==> config.mk <==
export PLATFORM = sky130hd
export DESIGN_NAME = counter_sequencer
export DESIGN_NICKNAME = d
export VERILOG_FILES = /design/src/rtl/counter_sequencer_pkg.sv /design/src/rtl/counter_sequencer_tick_gen.sv /design/src/rtl/counter_sequencer.sv
export SDC_FILE = /design/constraint.sdc
export NUM_CORES = 1
export LEC_CHECK = 0
export BUFFER_PORTS_ARGS = -buffer_cell sky130_fd_sc_hd__clkbuf_2
export CAP_MARGIN = 30
export CORE_ASPECT_RATIO = 1.25
export CORE_MARGIN = 2
export CORE_UTILIZATION = 50
export CTS_BUF_LIST = sky130_fd_sc_hd__clkbuf_4 sky130_fd_sc_hd__clkbuf_8
export DETAILED_ROUTE_END_ITERATION = 10
export PLACE_DENSITY = 0.69
export SETUP_SLACK_MARGIN = 0.15
export SLEW_MARGIN = 20
export SYNTH_ARGS = -nofsm -noshare
export SYNTH_HDL_FRONTEND = slang
export SYNTH_HIERARCHICAL = 1
export SYNTH_SLANG_ARGS = --single-unit
==> constraint.sdc <==
create_clock -name clk_in -period 3.3 [get_ports clk_in]
set_input_delay 0.495 -clock clk_in [delete_from_list [all_inputs] [get_ports clk_in]]
set_output_delay 0.495 -clock clk_in [all_outputs]
set_load 0.01 [all_outputs]
==> src/rtl/counter_sequencer_pkg.sv <==
// Shared definitions for the lab counter run-control sequencer.
package counter_sequencer_pkg;

  localparam int STATE_W = 2;

  typedef enum logic [STATE_W-1:0] {
    ST_IDLE  = 2'b00,
    ST_RUN   = 2'b01,
    ST_PAUSE = 2'b10,
    ST_DONE  = 2'b11
  } state_t;

endpackage

==> src/rtl/counter_sequencer_tick_gen.sv <==
// Prescaler for the counter sequencer: counts while enabled, strobes wrap on its last cycle.
module tick_gen #(
  parameter int DIV_COUNT = 5_000_000
) (
  input  logic clk_in,
  input  logic reset,
  input  logic en,
  input  logic clr,
  output logic wrap
);

  localparam int PW = (DIV_COUNT > 1) ? $clog2(DIV_COUNT) : 1;
  localparam logic [PW-1:0] LAST = PW'(DIV_COUNT - 1);

  logic [PW-1:0] presc_r;

  // Prescaler register; clr wins over en, and a disabled prescaler holds its value for pause/resume.
  always_ff @(posedge clk_in or posedge reset) begin
    if (reset) begin
      presc_r <= {PW{1'b0}};
    end else if (clr) begin
      presc_r <= {PW{1'b0}};
    end else if (en) begin
      presc_r <= (presc_r == LAST) ? {PW{1'b0}} : presc_r + PW'(1);
    end else begin
      presc_r <= presc_r;
    end
  end

  // The strobe marks the edge on which the prescaler wraps, so the step lands on that same edge.
  assign wrap = en && !clr && (presc_r == LAST);

endmodule

==> src/rtl/counter_sequencer.sv <==
// Run-control sequencer for the 8-bit lab counter: FSM, sampled mode/limit and the count datapath.
module counter_sequencer
  import counter_sequencer_pkg::*;
#(
  parameter int DIV_COUNT = 5_000_000,
  parameter int WIDTH     = 8
) (
  input  logic             clk_in,
  input  logic             reset,
  input  logic             start,
  input  logic             stop,
  input  logic             clear,
  input  logic             up_down,
  input  logic             auto_reload,
  input  logic [WIDTH-1:0] limit,
  output logic [WIDTH-1:0] count,
  output logic             tick,
  output logic             busy,
  output logic             done,
  output logic [1:0]       state
);

  state_t           state_r;
  logic [WIDTH-1:0] count_r;
  logic [WIDTH-1:0] limit_r;
  logic             up_r;
  logic             reload_r;
  logic             tick_r;
  logic             busy_r;
  logic             done_r;

  logic             wrap_s;
  logic             presc_en_s;
  logic             presc_clr_s;
  logic             start_only_s;
  logic             terminal_s;
  logic [WIDTH-1:0] step_val_s;

  // A start that coincides with stop is treated as stop only.
  assign start_only_s = start && !stop;
  // The stop edge itself still advances the prescaler; the frozen value resumes after start.
  assign presc_en_s   = (state_r == ST_RUN) && !clear;
  assign presc_clr_s  = clear || (start_only_s && ((state_r == ST_IDLE) || (state_r == ST_DONE)));

  tick_gen #(
    .DIV_COUNT(DIV_COUNT)
  ) u_tick_gen (
    .clk_in(clk_in),
    .reset (reset),
    .en    (presc_en_s),
    .clr   (presc_clr_s),
    .wrap  (wrap_s)
  );

  // Next count value for a step and whether this step hits the terminal value.
  always_comb begin
    terminal_s = 1'b0;
    step_val_s = count_r;
    if (up_r) begin
      terminal_s = (count_r == limit_r);
      step_val_s = terminal_s ? {WIDTH{1'b0}} : count_r + WIDTH'(1);
    end else begin
      terminal_s = (count_r == {WIDTH{1'b0}});
      step_val_s = terminal_s ? limit_r : count_r - WIDTH'(1);
    end
  end

  // Run-control FSM with registered count, tick and status outputs.
  always_ff @(posedge clk_in or posedge reset) begin
    if (reset) begin
      state_r  <= ST_IDLE;
      count_r  <= {WIDTH{1'b0}};
      limit_r  <= {WIDTH{1'b0}};
      up_r     <= 1'b0;
      reload_r <= 1'b0;
      tick_r   <= 1'b0;
      busy_r   <= 1'b0;
      done_r   <= 1'b0;
    end else begin
      tick_r <= 1'b0;
      if (clear) begin
        state_r <= ST_IDLE;
        count_r <= {WIDTH{1'b0}};
        busy_r  <= 1'b0;
        done_r  <= 1'b0;
      end else begin
        case (state_r)
          ST_IDLE, ST_DONE: begin
            if (start_only_s) begin
              state_r  <= ST_RUN;
              busy_r   <= 1'b1;
              done_r   <= 1'b0;
              up_r     <= up_down;
              reload_r <= auto_reload;
              limit_r  <= limit;
              count_r  <= up_down ? {WIDTH{1'b0}} : limit;
            end else begin
              state_r <= state_r;
            end
          end
          ST_RUN: begin
            // A terminal step without reload ends the run even if stop arrives on the same edge.
            if (wrap_s && terminal_s && !reload_r) begin
              state_r <= ST_DONE;
              busy_r  <= 1'b0;
              done_r  <= 1'b1;
            end else begin
              if (wrap_s) begin
                count_r <= step_val_s;
                tick_r  <= 1'b1;
              end else begin
                count_r <= count_r;
              end
              if (stop) begin
                state_r <= ST_PAUSE;
                busy_r  <= 1'b0;
              end else begin
                state_r <= ST_RUN;
              end
            end
          end
          ST_PAUSE: begin
            if (start_only_s) begin
              state_r <= ST_RUN;
              busy_r  <= 1'b1;
            end else begin
              state_r <= ST_PAUSE;
            end
          end
          default: begin
            state_r <= ST_IDLE;
            count_r <= {WIDTH{1'b0}};
            busy_r  <= 1'b0;
            done_r  <= 1'b0;
          end
        endcase
      end
    end
  end

  assign count = count_r;
  assign tick  = tick_r;
  assign busy  = busy_r;
  assign done  = done_r;
  assign state = state_r;

endmodule
Word level (Yosys, flattened, before mapping)
Cells that the tools add are included.

word-level totals
  bits in registers = 46
  logic and storage cells = 79

operators by class
  $add $sub $neg = 3
  eq/ne operators = 11
  muxes and demuxes = 32
  bitwise logic cells = 1
  reduce and logical (&&, ||, !) cells = 23

operators with widths
  cell                   number
  $mux 23                3
  $mux 8                 8
  $add 23x1->23 const B  1
  $eq 23x23->1 const B   1
  $pmux 8 s2             1
  $mux 1                 12
  $mux 2                 5
  $ne 3x3->1 const B     3
  $add 8x1->8 const B    1
  $eq 8x8->1             1
  $logic_not 8->1        1
  $sub 8x1->8 const B    1
  $logic_and 1x1->1      7
  $pmux 2 s3             1
  $reduce_and 3->1       2
  $eq 2x2->1 const B     2
  $logic_not 1->1        4
  $ne 4x3->1 const B     1
  $pmux 1 s2             2
  $reduce_and 4->1       1
  $ne 3x1->1 const B     1
  $ne 3x2->1 const B     1
  $reduce_bool 3->1      1
  $reduce_or 3->1        1
  other kinds (7)        8

Longest topological paths before layout
Gate-level depths: netlist of the first run.

  depth in word-level cells = 12
  gate-level depth with buffers = 13

Modules after synthesis
Netlist of the first run, hierarchy kept.

by module, submodules not included
  module             instances  cells each  area each (µm²)  sequential area each (µm²)
  counter_sequencer  1          199         1769.2           575.6
  tick_gen           1          155         1356.3           575.6

Worst setup path before layout of the first run
OpenSTA, ideal clock, no wires.

  kind = reg-to-reg
  start point = register u_tick_gen.presc_r[7]
  end point = register count_r[4], in the netlist count[4]
  setup time = 0.083 ns
  data arrival time = 2.466 ns
  data required time = 3.217 ns
  slack = 0.752 ns
  cell stages (with the launch flop) = 11
  cell sequence = dfrtp_1 or4b_4 nor4_4 nand2_1 nor2_1 nor2b_1 a211oi_1 o22ai_4 or2_1 buf_6 o22ai_1

on the way
  longest elaborated chain between the ends = 6
  elaborated cells on any way between the ends = 7
  classes of those cells = 3 x eq/ne; 4 x reduce/logical

RTL lines
  what                             RTL line                          text
  start, declared                  counter_sequencer_tick_gen.sv:15  logic [PW-1:0] presc_r;
  start signal, assigned           counter_sequencer_tick_gen.sv:20  presc_r <= {PW{1'b0}};
  start signal, assigned           counter_sequencer_tick_gen.sv:22  presc_r <= {PW{1'b0}};
  start signal, assigned           counter_sequencer_tick_gen.sv:24  presc_r <= (presc_r == LAST) ? {PW{1'b0}} : presc_r + PW'(1);
  $eq 23x23->1 (*)                 counter_sequencer_tick_gen.sv:31  assign wrap = en && !clr && (presc_r == LAST);
  $logic_and 1x1->1 (*)            counter_sequencer_tick_gen.sv:31
  via wrap_s                       counter_sequencer.sv:32           logic wrap_s;
  $logic_and 1x1->1 (2 in series)  counter_sequencer.sv:103          if (wrap_s && terminal_s && !reload_r) begin
  $ne 3x3->1 (no line)             --
  $reduce_and 4->1 (no line) (*)   --
  end signal, assigned             counter_sequencer.sv:96           count_r <= up_down ? {WIDTH{1'b0}} : limit;
  end signal, assigned             counter_sequencer.sv:109          count_r <= step_val_s;
  end signal, assigned             counter_sequencer.sv:112          count_r <= count_r;
  end, declared                    counter_sequencer.sv:24           logic [WIDTH-1:0] count_r;

The timed path passes the listed nets; every way through them passes the cells marked *.
A chain may end at the register's enable or synchronous reset.

Worst setup path in the final report of the first run
  start point = register u_tick_gen.presc_r[7]
  end point = register count_r[5], in the netlist count[5]

Same word-level chain as after synthesis.

==> results of run 1 <==
[synth_stat cells (3+ instances only)]
cell and count:
and2_1 5, a22o_1 3, or3_1 7, buf_6 6, a211oi_1 7, o21ai_0 17, nand2b_1 6, nand2_1 35
inv_1 19, buf_2 5, ha_1 6, mux2i_1 4, and4_1 4, xnor2_1 4, nand4_1 6, a31oi_1 17
nor3_1 14, and3_1 6, nor2b_1 4, or4b_1 3, mux2_2 10, dfrtp_1 46, xor2_1 10, nor4_2 3
clkbuf_1 5, o22ai_1 5, nand3_1 11, a21oi_1 27, nor2_1 18, a221oi_1 5
[report_power, final]
| group | internal [uW] | leakage (uW) | switching [uW] |
|---|---|---|---|
| logic | 232 | 0.000801 | 309 |
| clock network | 162 | 0.0000431 | 193 |
| registers | 615 | 0.000615 | 87.0 |
[layout make-up]
cell class	instances	area share (%)
Timing Repair Buffer	37	6.60
Clock buffer	6	2.42
Tap cell	85	3.12
Sequential cell	46	33.7
Inverter	19	2.09
Multi-Input combinational cell	270	52.0
[per-stage QoR]
stage / hold WS [ns] / cell area [sq um] / cells / util, %
2_1_floorplan: 0.457 / 3130 / 354 / -
3_3_place_gp: 0.495 / 3300 / 455 / 53.8
3_5_place_dp: 0.493 / 3310 / 456 / 54.1
4_1_cts: 0.228 / 3400 / 462 / 55.4
5_1_grt: 0.236 / 3410 / 463 / 55.7
6_report: 0.203 / 3410 / 463 / 55.7
[cells in the final DEF (no fill, tap or decap), types with 11 or more instances in the layout]
cell and count:
nor3_1 14, dfrtp_1 46, o21ai_0 17, a21oi_1 27, nand2_1 35, nand3_1 11
inv_1 19, clkbuf_2 27, nor2_1 18, a31oi_1 17
[layer usage]
layer  vias up  GRT usage, %  wire length, microns  part of all wire [%]
li1       1360             -                     -                     -
met1      1391          29.7                  3280                    41
met2        92          42.3                  4140                    52
met3        19          3.70                   320                   4.0
met4         0          10.7                   247                   3.1
met5         -             0                     0                     0
[kinds of logic (layout without fill, tap and decap cells)]
family,Yosys count,in the layout,synth area share (%)
AOI/OAI and AO/OA,104,104,22.1
and+or+nand+nor,132,132,23.4
DFF,46,46,36.8
buffers and inverters,38,62,6.41
muxes,14,14,4.88
adders and majority gates,6,6,2.40
xor gates and xnor gates,14,14,3.92
[registers in the layout (all words and copies together), names as in the netlist, 2 cells and up]
name / flops
u_tick_gen/presc_r: 23
count: 8
limit_r: 8
state: 2
[worst min path at each step]
stage / slack (ns) / end / start
3_3_place_gp: 0.50 / u_tick_gen/presc_r[21]$_DFFE_PP0P_ / u_tick_gen/presc_r[21]$_DFFE_PP0P_
5_1_grt: 0.24 / state[1]$_DFFE_PP0N_ / reset
4_1_cts: 0.23 / state[1]$_DFFE_PP0N_ / reset
6_report: 0.20 / state[1]$_DFFE_PP0N_ / reset
2_1_floorplan: 0.46 / u_tick_gen/presc_r[21]$_DFFE_PP0P_ / u_tick_gen/presc_r[21]$_DFFE_PP0P_
3_5_place_dp: 0.49 / u_tick_gen/presc_r[21]$_DFFE_PP0P_ / u_tick_gen/presc_r[21]$_DFFE_PP0P_
==> flow_metrics.env, run 1 <==
export IMPL_rr_worst_depth=9
export IMPL_postCtsHoldBufs=0
export IMPL_drive_above_1_share_pct=18.0
export IMPL_ir_worst_vdd_uv=276
export IMPL_antenna_cells=0
export IMPL_core_sq_um=6130
export IMPL_cp_top_family="simple AND/OR/NAND/NOR gates"
export IMPL_critical_path_required_ns=3.53
export IMPL_cts_max_level=2
export IMPL_fill_cells=572
export IMPL_critPathSlowestCell="or4b_4"
export IMPL_grt_total_usage_pct=24.6
export IMPL_pin_count=28
export IMPL_overflow=0
export IMPL_finalHoldViolCount=0
export IMPL_cts_buffers=5
export IMPL_cts_resized_gates=0
export IMPL_syn_area_sq_um=3130
export IMPL_cpPeakStageDelay_ns=0.56
export IMPL_yosys_area_top_type_share_pct=36.8
export IMPL_rr_endpoint="count[5]$_DFFE_PP0P_"
export IMPL_path_max_fanout=9
export IMPL_synth_seq_cells=46
export IMPL_fp_dieH_microns=92.4
export IMPL_path_clk_slew_ns=0.09
export IMPL_vias_per_cell=6.18
export IMPL_cp_endpoint="count[5]$_DFFE_PP0P_"
export IMPL_synth_cell_types=55
export IMPL_rsz0062_at_grt="false"
export IMPL_die_x_microns=74.7
export IMPL_synth_fp_nets=375
export IMPL_firstDrtPassIters=5
export IMPL_synth_top_cell_by_area="dfrtp_1"
export IMPL_end_kind="flip-flop"
export IMPL_antenna_found_initial=0
export IMPL_crit_cells=9
export IMPL_wl_per_cell_microns=17.3
export IMPL_worst_slack_ns=0.552
export IMPL_post_cts_setup_buffers=0
export IMPL_path_class="flip-flop to flip-flop"
export IMPL_path_buf_inv=0
export IMPL_worst_pin_slew_ns=0.614
export IMPL_grt_max_degree=31
export IMPL_hold_path_class="input pin to async pin"
export IMPL_drc_errors=0
export IMPL_reg2reg_from="u_tick_gen/presc_r[7]$_DFFE_PP0P_"
export IMPL_root_buffer="clkbuf_8"
export IMPL_ys_top_cells_by_area="dfrtp_1 37%, a21oi_1 4.3%, nand2_1 4.2%, mux2_2 3.6%, a31oi_1 3.4%"
export IMPL_clockBufferDepth=2
export IMPL_period_share_pct=83.3
export IMPL_syn_to_final_growth_pct=9.13
export IMPL_max_freq_ghz=0.364
export IMPL_place_port_buffers=27
export IMPL_fin_setup_tns_ns=0
export IMPL_avgSynthCellArea_sq_um=8.83
export IMPL_period_minus_slack_ns=2.75
export IMPL_synth_cells=354
export IMPL_dieArea_sq_um=6900
export IMPL_r2r_slack_ns=0.55
export IMPL_slew_headroom_pct=58.7
export IMPL_cts_sinks=46
export IMPL_vias=2862
export IMPL_dp_hpwl_microns=5670
export IMPL_clock_skew_ns=0.0147
export IMPL_yosysSeqAreaShare_pct=36.8
export IMPL_preCtsSetupSlack_ns=0.568
export IMPL_wl_microns=7990
export IMPL_fin_nets=400
export IMPL_startpoint_type="flip-flop"
export IMPL_fp_row_count=32
export IMPL_grt_pass1_vias=2803
export IMPL_status="finished, final reports clean"
export IMPL_grt_first_pass_wirelength_microns=13200
export IMPL_ant_nets=0
export IMPL_initial_core_util_pct=51.0
export IMPL_drt_initial_drc_count=242
export IMPL_cts_tree="done"
export IMPL_ff_latch_area_sq_um=1150
export IMPL_slew_violations=0
export IMPL_max_cap_viol_count=0
export IMPL_worstPathCellList="or4b_4 -> nor4_4 -> nand2_1 -> nor2_1 -> nor2b_1 -> a211oi_1 -> o22ai_4 -> or2_1 -> o211ai_2"
export IMPL_power_uw=1600
export IMPL_worst_ep_arrival_time_ns=2.98
export IMPL_synth_edf_count=0
export IMPL_multi_input_area_sq_um=1770
export IMPL_power_leakage_uw=0.00146
export IMPL_routabilityCongestion=0.939
export IMPL_clk_latency_ns=0.31
export IMPL_synthFlopType="dfrtp_1"
export IMPL_synth_async_reset_ratio_pct=100
export IMPL_synth_warnings=6
export IMPL_crit_start="u_tick_gen/presc_r[7]$_DFFE_PP0P_"
export IMPL_powerDensity_nw_per_um2=468
export IMPL_setup_violations=0
Note: power is estimated with default switching activity, not from simulation.
==> inputs of run 2 (changes only) <==
--- a/config.mk
+++ b/config.mk
@@ -5,6 +5,7 @@
 export SDC_FILE = /design/constraint.sdc
 export NUM_CORES = 1
 export LEC_CHECK = 0
+export ABC_AREA = 1
 export BUFFER_PORTS_ARGS = -buffer_cell sky130_fd_sc_hd__clkbuf_2
 export CAP_MARGIN = 30
 export CORE_ASPECT_RATIO = 1.25
@@ -12,7 +13,7 @@
 export CORE_UTILIZATION = 50
 export CTS_BUF_LIST = sky130_fd_sc_hd__clkbuf_4 sky130_fd_sc_hd__clkbuf_8
 export DETAILED_ROUTE_END_ITERATION = 10
-export PLACE_DENSITY = 0.69
+export PLACE_DENSITY = 0.68
 export SETUP_SLACK_MARGIN = 0.15
 export SLEW_MARGIN = 20
 export SYNTH_ARGS = -nofsm -noshare
==> constraint.sdc (replaced) <==
create_clock -name clk_in -period 2.85 [get_ports clk_in]
set_input_delay 0.4275 -clock clk_in [delete_from_list [all_inputs] [get_ports clk_in]]
set_output_delay 0.4275 -clock clk_in [all_outputs]
set_load 0.01 [all_outputs]
==> run 2 against run 1 <==
Against the previous run:
- sequential power up 50%
- hold slack worse by 0.17 ns
- critical path depth grew 5
- clock power rose by 19%
- power up 95%
- sequential share of layout area down 3.1 points
- critical path type unchanged
- critical endpoint is now count[2]$_DFFE_PP0P_
- largest cell class unchanged
==> flow_metrics.env, run 2 <==
export IMPL_status="finished, final reports clean"
export IMPL_firstDrtPassIters=5
export IMPL_fp_dieH_microns=96.8
export IMPL_synth_cells=479
export IMPL_path_buf_inv=4
export IMPL_post_cts_setup_buffers=0
export IMPL_period_minus_slack_ns=2.41
export IMPL_reg2reg_from="state[1]$_DFFE_PP0N_"
export IMPL_r2r_slack_ns=0.44
export IMPL_yosysSeqAreaShare_pct=33.4
export IMPL_fin_nets=529
export IMPL_fp_row_count=33
export IMPL_ir_worst_vdd_uv=595
export IMPL_max_cap_viol_count=0
export IMPL_power_uw=3120
export IMPL_synth_fp_nets=500
export IMPL_grt_max_degree=24
export IMPL_place_port_buffers=27
export IMPL_dieArea_sq_um=7570
export IMPL_path_max_fanout=8
export IMPL_ant_nets=0
export IMPL_combPwrFrac_pct=52.8
export IMPL_synthFlopType="dfrtp_1"
export IMPL_avgSynthCellArea_sq_um=7.19
export IMPL_wl_per_cell_microns=13.7
export IMPL_pwr_share_clk_pct=13.6
export IMPL_rr_endpoint="count[2]$_DFFE_PP0P_"
export IMPL_rr_worst_depth=14
export IMPL_startpoint_type="flip-flop"
export IMPL_grt_total_usage_pct=22.8
export IMPL_max_freq_ghz=0.415
export IMPL_pin_count=28
export IMPL_yosys_cell_count_top_type="nand2_1"
export IMPL_fin_setup_tns_ns=0
export IMPL_period_share_pct=84.6
export IMPL_slew_headroom_pct=56.6
export IMPL_cts_tree="done"
export IMPL_cts_resized_gates=0
export IMPL_end_kind="flip-flop"
export IMPL_syn_to_final_growth_pct=8.98
export IMPL_worst_ep_arrival_time_ns=2.61
export IMPL_syn_area_sq_um=3440
export IMPL_crit_cells=14
export IMPL_rsz0062_at_grt="false"
export IMPL_regMostFlops="u_tick_gen/presc_r"
export IMPL_synth_warnings=6
export IMPL_critical_path_required_ns=3.05
export IMPL_path_clk_slew_ns=0.09
export IMPL_clockBufferDepth=2
export IMPL_slew_violations=0
export IMPL_dp_hpwl_microns=6120
export IMPL_grt_first_pass_wirelength_microns=13800
export IMPL_grt_pass1_vias=2940
export IMPL_cts_max_level=2
export IMPL_drive_above_1_share_pct=21.4
export IMPL_root_buffer="clkbuf_8"
export IMPL_powerDensity_nw_per_um2=831
export IMPL_antenna_cells=0
export IMPL_clock_skew_ns=0.0117
export IMPL_path_class="flip-flop to flip-flop"
export IMPL_power_leakage_uw=0.00176
export IMPL_synth_top_cell_by_area="dfrtp_1"
export IMPL_cts_sinks=46
export IMPL_overflow=0
export IMPL_largest_reg_flops=23
export IMPL_worstPathCellList="inv_1 -> ha_1 -> inv_1 -> nor2_4 -> nand2_1 -> nor3_1 -> inv_1 -> nor2_1 -> o21a_4 -> nand3_4 -> nand3_4 -> inv_8 -> nand2_2 -> nand2_2"
export IMPL_worst_pin_slew_ns=0.649
export IMPL_cpPeakStageDelay_ns=0.41
export IMPL_mostFrequentLayoutCells="139 x nand2_1, 52 x nor2_1, 50 x inv_1, 46 x dfrtp_1, 28 x nand3_1"
export IMPL_setup_violations=0
export IMPL_drc_errors=0
export IMPL_crit_start="state[1]$_DFFE_PP0N_"
export IMPL_die_x_microns=78.2
export IMPL_cp_top_family="simple AND/OR/NAND/NOR gates"
export IMPL_synth_async_reset_ratio_pct=100
export IMPL_routabilityCongestion=0.830
export IMPL_hold_path_class="input pin to async pin"
export IMPL_critPathSlowestCell="dfrtp_1"
export IMPL_synth_cell_types=37
export IMPL_p_int_uw=1600
export IMPL_yosys_area_top_type_share_pct=33.4
export IMPL_ys_top_cells_by_area="dfrtp_1 33%, nand2_1 15%, nor2_1 5.7%, inv_1 5.5%, nand3_1 4.1%"
export IMPL_netlist_top_cells_count="139 x nand2_1, 52 x nor2_1, 50 x inv_1, 46 x dfrtp_1, 28 x nand3_1"
export IMPL_holdWs_ns=0.0297
export IMPL_vias_per_cell=5.17
export IMPL_mostFrequentLayoutCell="nand2_1"
export IMPL_synth_seq_cells=46
export IMPL_finalHoldViolCount=0
export IMPL_cts_buffers=5
export IMPL_synth_edf_count=0
export IMPL_clk_latency_ns=0.30
export IMPL_p_seq_share_pct=33.7
export IMPL_wl_microns=8190
export IMPL_power_switching_uw=1520
export IMPL_vias=3081
export IMPL_postCtsHoldBufs=0
export IMPL_antenna_found_initial=0
export IMPL_crit_top_cell="inv_1"
export IMPL_sw_frac_of_total_pct=48.8
export IMPL_drt_initial_drc_count=182
export IMPL_core_sq_um=6610
export IMPL_initial_core_util_pct=52.1
==> run 2: worst max path at each step <==
stage | endpoint | slack [ns]
after floorplan | count[4]$_DFFE_PP0P_ | 0.66
after global placement | count[3]$_DFFE_PP0P_ | 0.56
after detailed placement | count[0]$_DFFE_PP0P_ | 0.42
after CTS | count[3]$_DFFE_PP0P_ | 0.41
after global routing | count[5]$_DFFE_PP0P_ | 0.21
final | count[2]$_DFFE_PP0P_ | 0.44
==> run 2: logic make-up after synthesis <==
kind of cell               Yosys count  share of synthesized area, %
DFF                                 46                          33.4
xor gates and xnor gates            12                          3.49
AOI/OAI and AO/OA                   64                          11.2
buffers and inverters               70                          9.37
muxes                                4                          1.31
adders and majority gates            6                          2.18
and+or+nand+nor                    277                          39.0
==> run 2: layout make-up <==
class	count	area (sq um)
Clock inverter	2	12.5
Fill cell	659	2850
Timing Repair Buffer	30	185
Tap cell	87	109
Clock buffer	6	82.6
Multi-Input combinational cell	363	1970
Sequential cell	46	1150
Inverter	62	243
==> run 2: metrics by stage <==
stage               instance area (sq um)  std cells  util (%)  setup WS [ns]
global placement                     3610        586      54.7          0.557
finish                               3750        596      56.8          0.440
global route                         3750        596      56.8          0.211
CTS                                  3710        594      56.2          0.414
detailed placement                   3610        586      54.7          0.422
floorplan                            3440        479         -          0.665
==> run 2: power by group through the flow <==
stage / clock, uW / combinational (uW) / sequential [uW]
final: 423 / 1640 / 1050
after global routing: 470 / 1860 / 1080
after CTS: 442 / 1650 / 1040
after detailed placement: 0 / 1640 / 1060
after global placement: 0 / 1610 / 1060
after floorplan: 0 / 1440 / 958
==> run 2: per-layer routing <==
metal	vias up	global-route usage [%]	part of all wire, %	wire [microns]
li1	1575	-	-	-
met1	1440	27.0	41	3360
met2	56	42.4	55	4500
met3	10	2.89	2.6	215
met4	0	6.48	1.4	114
met5	-	0	0	0
